[src/rtl/stack_seq.sv]
// Stack-operation sequencer: drives the SP block and byte-wide memory for
// 16-bit PUSH/POP and LD SP,HL, one byte per memory access.
module stack_seq #(
    parameter logic [1:0] OP_PUSH   = 2'd0,
    parameter logic [1:0] OP_POP    = 2'd1,
    parameter logic [1:0] OP_LDSPHL = 2'd2
) (
    input  logic        clock,
    input  logic        reset,
    input  logic        start,
    input  logic [1:0]  op,
    input  logic [15:0] push_data,
    input  logic [15:0] sp,
    input  logic [7:0]  reg_file_out2,
    input  logic [7:0]  mem_rdata,
    input  logic        mem_ack,
    output logic [2:0]  sp_sel,
    output logic [1:0]  temp_buf_sel,
    output logic        write_temp_buf,
    output logic        rf_byte_sel,
    output logic [15:0] mem_addr,
    output logic [7:0]  mem_wdata,
    output logic        mem_we,
    output logic        mem_re,
    output logic [15:0] pop_data,
    output logic        busy,
    output logic        done
);

    localparam logic [2:0] S_IDLE     = 3'd0;
    localparam logic [2:0] S_PUSH_DEC = 3'd1;
    localparam logic [2:0] S_PUSH_HI  = 3'd2;
    localparam logic [2:0] S_PUSH_LO  = 3'd3;
    localparam logic [2:0] S_POP_LO   = 3'd4;
    localparam logic [2:0] S_POP_HI   = 3'd5;
    localparam logic [2:0] S_LD_LO    = 3'd6;
    localparam logic [2:0] S_LD_HI    = 3'd7;

    localparam logic [2:0] SP_HOLD = 3'd0;
    localparam logic [2:0] SP_INCR = 3'd1;
    localparam logic [2:0] SP_DECR = 3'd2;
    localparam logic [2:0] SP_TEMP = 3'd3;

    logic [2:0]  state_q, state_d;
    logic [15:0] data_q, data_d;
    logic [15:0] pop_q, pop_d;
    logic        done_q, done_d;

    always_ff @(posedge clock or posedge reset) begin
        if (reset) begin
            state_q <= S_IDLE;
            data_q  <= 16'h0000;
            pop_q   <= 16'h0000;
            done_q  <= 1'b0;
        end else begin
            state_q <= state_d;
            data_q  <= data_d;
            pop_q   <= pop_d;
            done_q  <= done_d;
        end
    end

    // Outputs decode from state_q so an asynchronous reset returns them to
    // their idle defaults immediately, without waiting for a clock edge.
    always_comb begin
        state_d        = state_q;
        data_d         = data_q;
        pop_d          = pop_q;
        done_d         = 1'b0;
        sp_sel         = SP_HOLD;
        temp_buf_sel   = 2'd0;
        write_temp_buf = 1'b0;
        rf_byte_sel    = 1'b0;
        mem_addr       = 16'h0000;
        mem_wdata      = 8'h00;
        mem_we         = 1'b0;
        mem_re         = 1'b0;

        case (state_q)
            S_IDLE: begin
                if (start) begin
                    if (op == OP_PUSH) begin
                        data_d  = push_data;
                        state_d = S_PUSH_DEC;
                    end else if (op == OP_POP) begin
                        data_d  = push_data;
                        state_d = S_POP_LO;
                    end else if (op == OP_LDSPHL) begin
                        data_d  = push_data;
                        state_d = S_LD_LO;
                    end
                end
            end
            S_PUSH_DEC: begin
                sp_sel  = SP_DECR;
                state_d = S_PUSH_HI;
            end
            S_PUSH_HI: begin
                mem_we    = 1'b1;
                mem_addr  = sp;
                mem_wdata = data_q[15:8];
                if (mem_ack) begin
                    sp_sel  = SP_DECR;
                    state_d = S_PUSH_LO;
                end
            end
            S_PUSH_LO: begin
                mem_we    = 1'b1;
                mem_addr  = sp;
                mem_wdata = data_q[7:0];
                if (mem_ack) begin
                    state_d = S_IDLE;
                    done_d  = 1'b1;
                end
            end
            S_POP_LO: begin
                mem_re   = 1'b1;
                mem_addr = sp;
                if (mem_ack) begin
                    pop_d[7:0] = mem_rdata;
                    sp_sel     = SP_INCR;
                    state_d    = S_POP_HI;
                end
            end
            S_POP_HI: begin
                mem_re   = 1'b1;
                mem_addr = sp;
                if (mem_ack) begin
                    pop_d[15:8] = mem_rdata;
                    sp_sel      = SP_INCR;
                    state_d     = S_IDLE;
                    done_d      = 1'b1;
                end
            end
            S_LD_LO: begin
                rf_byte_sel    = 1'b0;
                temp_buf_sel   = 2'd2;
                write_temp_buf = 1'b1;
                state_d        = S_LD_HI;
            end
            S_LD_HI: begin
                rf_byte_sel  = 1'b1;
                temp_buf_sel = 2'd2;
                sp_sel       = SP_TEMP;
                state_d      = S_IDLE;
                done_d       = 1'b1;
            end
            default: state_d = S_IDLE;
        endcase
    end

    assign pop_data = pop_q;
    assign busy     = (state_q != S_IDLE);
    assign done     = done_q;

endmodule

[config.mk]
export PLATFORM = sky130hd
export DESIGN_NAME = stack_seq
export DESIGN_NICKNAME = d
export VERILOG_FILES = /design/src/rtl/stack_seq.sv
export SDC_FILE = /design/constraint.sdc
export NUM_CORES = 1
export LEC_CHECK = 0
export CAP_MARGIN = 10
export CORE_ASPECT_RATIO = 1.5
export CORE_MARGIN = 1.5
export CORE_UTILIZATION = 39
export DETAILED_ROUTE_END_ITERATION = 8
export PLACE_DENSITY = 0.8
export SLEW_MARGIN = 20
export SYNTH_ARGS = -nofsm -noshare
export SYNTH_HDL_FRONTEND = slang
export SYNTH_SLANG_ARGS = --single-unit
[constraint.sdc]
create_clock -name clock -period 2.24 [get_ports clock]
set_input_delay 0.448 -clock clock [delete_from_list [all_inputs] [get_ports clock]]
set_output_delay 0.448 -clock clock [all_outputs]
set_load 0.05 [all_outputs]
* Word level (Yosys, flattened, before mapping) *
Index checks and enable logic that the tools add are counted.

operators by class
  equality and inequality tests = 14
  mux-type cells = 23
  reductions and logical operators = 13

operators by type and width
  cell                number
  $mux 16             4
  $mux 3              7
  $pmux 3 s7          1
  $pmux 8 s2          1
  $eq 3x3->1 const B  4
  $pmux 2 s4          1
  $reduce_or 2->1     4
  $eq 3x2->1 const B  2
  $mux 1              6
  $ne 2x2->1 const B  3
  $reduce_bool 3->1   2
  $reduce_and 5->1    1
  $mux 2              2
  $ne 4x4->1 const B  1
  $reduce_and 2->1    2
  $reduce_or 4->1     1
  $eq 3x1->1 const B  1
  $logic_not 3->1     1
  $reduce_and 3->1    1
  $eq 2x1->1 const B  1
  $eq 2x2->1 const B  1
  $logic_not 2->1     1
  $ne 2x1->1 const B  1
  $pmux 1 s2          1

storage, ports and cells
  bits in registers = 36
  input bits = 54
  output and inout port bits = 51
  logic and storage cells = 55

* Depth between registers and ports, before layout *
  depth in word-level cells = 6
  depth in mapped cells = 7
  gate-level depth less buffers = 6

* Least setup slack after synthesis *
Ideal clock, no wire load.

  path type = flip-flop to output port
  start = register state_q[2]
  end = output port mem_wdata[0]
  data arrival time = 2258 ps
  data required time = 1792 ps
  slack = -466 ps
  cell stages (with the launch flop) = 6
  path buffers = 1
  cell sequence = dfrtp_1 buf_2 inv_1 ha_1 nand3_1 nor2_1

on the way
  longest elaborated chain between the ends = 2
  elaborated cells between the ends (all ways) = 3
  classes of those cells = 2 x eq/ne; 1 x mux

ends and longest elaborated chain
  what                    line  source
  from (decl)             44    logic [2:0] state_q, state_d;
  from (signal assigned)  56    state_q <= state_d;
  $eq 3x2->1              79    case (state_q)
  $pmux 8 s2 *            79
  to (decl)               22    output logic [7:0] mem_wdata,

Every way passes the cells marked *; elsewhere a longest branch is shown, timed or not.

* Worst setup path after layout *
  start = register state_q[1]
  end = output port sp_sel[1]

on the way
  longest elaborated chain between the ends = 3
  elaborated cells between the ends (all ways) = 7
  classes of those cells = 5 x eq/ne; 1 x mux; 1 x reduce/logical

ends and longest elaborated chain
  what                       line  source
  $eq 3x3->1                 79
  $reduce_or 2->1 (no line)  --
  $pmux 2 s4 *               79
  to (decl)                  17    output logic [2:0] sp_sel,

Marked as above.

==> run summary <==
- completed — run status
- 0 — number of buffers inserted by post-CTS setup repair
- built — clock tree from TritonCTS
- 2 — H-tree depth reported by CTS
- no — setup repair after global routing missed its margin
- 4.74 mm — total detailed-routing wirelength
- 37 — largest net degree at the start of global routing
- 0 — ant diodes
- 0 — grt ovf
- 0 — Post-synth EDFFs
- 0.941 mV — Worst VDD drop
- 4.75 — via/cell ratio
- 0 — final setup violation count
- 0 — MaxCap Viol Count
- sky130_fd_sc_hd__clkbuf_8 — CTS Root Cell
- 0.152 ns — setup slack after placement
- 1552 — total vias in the final route
- 0.529 ns — measured slew at the worst slew-check pin
- 3.82 mm — DP HPWL
- 0.00481 mm2 — core area
- 0.00544 mm2 — floorplan die area
- 38.3% — layout cell share with drive strength beyond 1
- 46.2% — area fraction of the dominant cell type after synthesis
- 89.6 um — DIE HEIGHT
- 0 — antenna-violating nets left
- sky130_fd_sc_hd__dfrtp_1 (36), sky130_fd_sc_hd__mux2_2 (22), sky130_fd_sc_hd__and2_1 (16), sky130_fd_sc_hd__nor2_1 (12), sky130_fd_sc_hd__mux2_4 (10) — Synth top cells by count
- sky130_fd_sc_hd__dfrtp_1 — worst-path cell with the longest stage delay
- 0 — total number of yosys warnings
- 14.5 um — final routed wire length divided by cell count
- 1.79 ns — Worst EP required
- 0 — remaining design rule violation count
- sky130_fd_sc_hd__dfrtp_1 (46%), sky130_fd_sc_hd__mux2_2 (13%), sky130_fd_sc_hd__mux2_4 (7.7%) — largest cells by area after synthesis
- 4 — 1st-pass router iterations
- 0.28 ns — clock insertion delay at the later pin of the skew report
- 0 — Final Slew Violations
- 161 — gate count after technology mapping
- 36 — Sink Count
- 37 — count of unique library cells instantiated by Yosys
- 64.6% — Slew Limit Headroom
- sky130_fd_sc_hd__dfrtp_1 — most numerous cell in the Yosys netlist
- 0.870 — final weighted congestion of routability-driven global placement
- 0 ns — setup TNS after final layout
- 46.2% — post-synthesis sequential area ratio
- 1.69 ns — Worst EP arrival
- 95.6% — final worst-path cycle share
- 12.1 um2 — average cell area after synthesis
- 327 — filler-free cell count of the finished design
- 100% — Async SR Flop Fraction
- 94 — PortBufs
- 2.14 ns — final critical-path required period
- 16 — Worst Path Max Fanout
- 319 — placed insts
- 60.7 um — Die X-Extent
- 0.00591 ns — worst-case clock skew
- sky130_fd_sc_hd__dfrtp_1 — prevailing post-synth register cell
- primary output — endpoint class of the critical path
- flop — CP startpoint kind
- 40.5% — Initial Utilization
- 105 — I/O pin cnt
- 0 — number of antenna violations at the first check in global routing
- 0 — Hold Fails Final Rpt
- 36 — post-synthesis sequential element count
- 1.47 nW — leak pwr
- 7.49 mm — global-route wire length before repair
- sky130_fd_sc_hd__dfrtp_1 — leading area contributor after synthesis
- 0.07 ns — clock edge transition at the registers on the reported setup and hold paths
- 1517 — via count of the first global-routing pass
- 0.0978 ns — post-route setup slack
- 76.7% — area added between synthesis and finish
- flop to flop — Hold Crit Class
- 318 — nets@finish
- buf_4 -> nand2b_1 -> a21oi_1 -> or2_2 -> buf_12 — ordered cell list for the critical path
- flop to primary output — Crit Path Class
- 31 — std cell rows
- 2 — Clock Tree Buf Depth
- 0.44 ns — highest cell delay on the worst timing path
- 467 MHz — Max Freq
- 5 — CTS buffer count
- 1740 mW/mm2 — pwr dens
- 18.7% — Tot GR Track Use
- 0.00195 mm2 — post-synthesis instance area
- 44 — count of routing violations after the opening detailed-route iteration
- 0 — CTS hold repair buffers
## cells by family after synthesis
group	share of synthesized area (%)
buffers and inverters	4.56
other	0.192
DFF	46.2
adders and majority gates	2.57
muxes	24.5
and+or+nand+nor	15.1
AOI/OAI and AO/OA	6.87
## where the power goes
group | switching, mW | internal (mW)
combinational | 2.40 | 1.89
sequential | 0.196 | 0.979
clock | 0.219 | 0.329
## per-stage QoR
step	instance area [um2]	hold WS [ns]	power, mW	util (%)
final	3440	0.505	6.01	71.6
after global routing	3440	0.517	6.30	71.6
after CTS	3440	0.509	6.06	71.6
after detailed placement	3330	0.493	5.50	69.3
after global placement	3330	0.487	5.41	69.3
after floorplan	2030	0.479	3.83	-
## layout by cell type (no fill, tap or decap), types with 2 or more instances in the layout
cell	netlist	layout
sky130_fd_sc_hd__mux2i_1	8	8
sky130_fd_sc_hd__nor3_4	2	2
sky130_fd_sc_hd__dfrtp_1	36	36
sky130_fd_sc_hd__o21ai_0	4	4
sky130_fd_sc_hd__a21oi_1	5	5
sky130_fd_sc_hd__o22ai_1	2	2
sky130_fd_sc_hd__nand2_1	3	3
sky130_fd_sc_hd__mux2_4	10	10
sky130_fd_sc_hd__clkbuf_8	0	5
sky130_fd_sc_hd__or2_2	2	2
sky130_fd_sc_hd__buf_4	3	9
sky130_fd_sc_hd__conb_1	1	2
sky130_fd_sc_hd__clkdlybuf4s50_1	0	62
sky130_fd_sc_hd__nor2_4	0	8
sky130_fd_sc_hd__ha_2	0	2
sky130_fd_sc_hd__nor2_1	12	4
sky130_fd_sc_hd__inv_1	4	3
sky130_fd_sc_hd__nand2b_1	2	2
sky130_fd_sc_hd__ha_1	4	2
sky130_fd_sc_hd__buf_12	0	30
sky130_fd_sc_hd__and2_1	16	16
sky130_fd_sc_hd__mux2_2	22	22
## final timing paths
path / slack, ns / end / cells past startpoint / from
setup / recovery: 0.1 / sp_sel[1] / 5 / state_q[1]
max in group asynchronous: 1.36 / state_q[0] / 3 / reset
hold / removal: 0.51 / pop_data[11] / 1 / pop_data[11]
setup reg to reg: 0.51 / state_q[0] / 6 / state_q[2]
min in group asynchronous: 0.57 / data_q[14] / 3 / reset
hold reg to reg: 0.51 / pop_data[11] / 1 / pop_data[11]
## critical path, delay by kind of cell, from the launching register on
| kind | cells | cell delay (ns) |
|---|---|---|
| buffers and inverters | 2 | 0.43 |
| AOI/OAI and AO/OA | 1 | 0.08 |
| DFF | 1 | 0.44 |
| and+or+nand+nor | 2 | 0.47 |
## timing repair
item                                    CTS  global route
endpoints found under the hold margin     0             0
pin swaps                                 0             0
endpoints found under the setup margin    5            15
gates resized for setup                   1             1
## metal layers
layer / up-vias / routed length (um) / track usage (%)
li1: 758 / - / -
met1: 746 / 1730 / 20.8
met2: 44 / 2750 / 34.9
met3: 4 / 175 / 3.01
met4: 0 / 84 / 6.92
met5: - / 0 / 0
## final cells by class
type	instances	area [um2]
Fill cell	369	1370
Timing Repair Buffer	101	1290
Multi-Input combinational cell	112	1050
Sequential cell	36	901
Tap cell	66	82.6
Clock buffer	5	68.8
Clock inverter	3	42.5
Inverter	4	15.0
## flip-flops by register name, summed over array words and instances, names as in the netlist
register,flops
done,1
state_q,3
data_q,16
pop_data,16
Power figures use the tool's default switching activity.
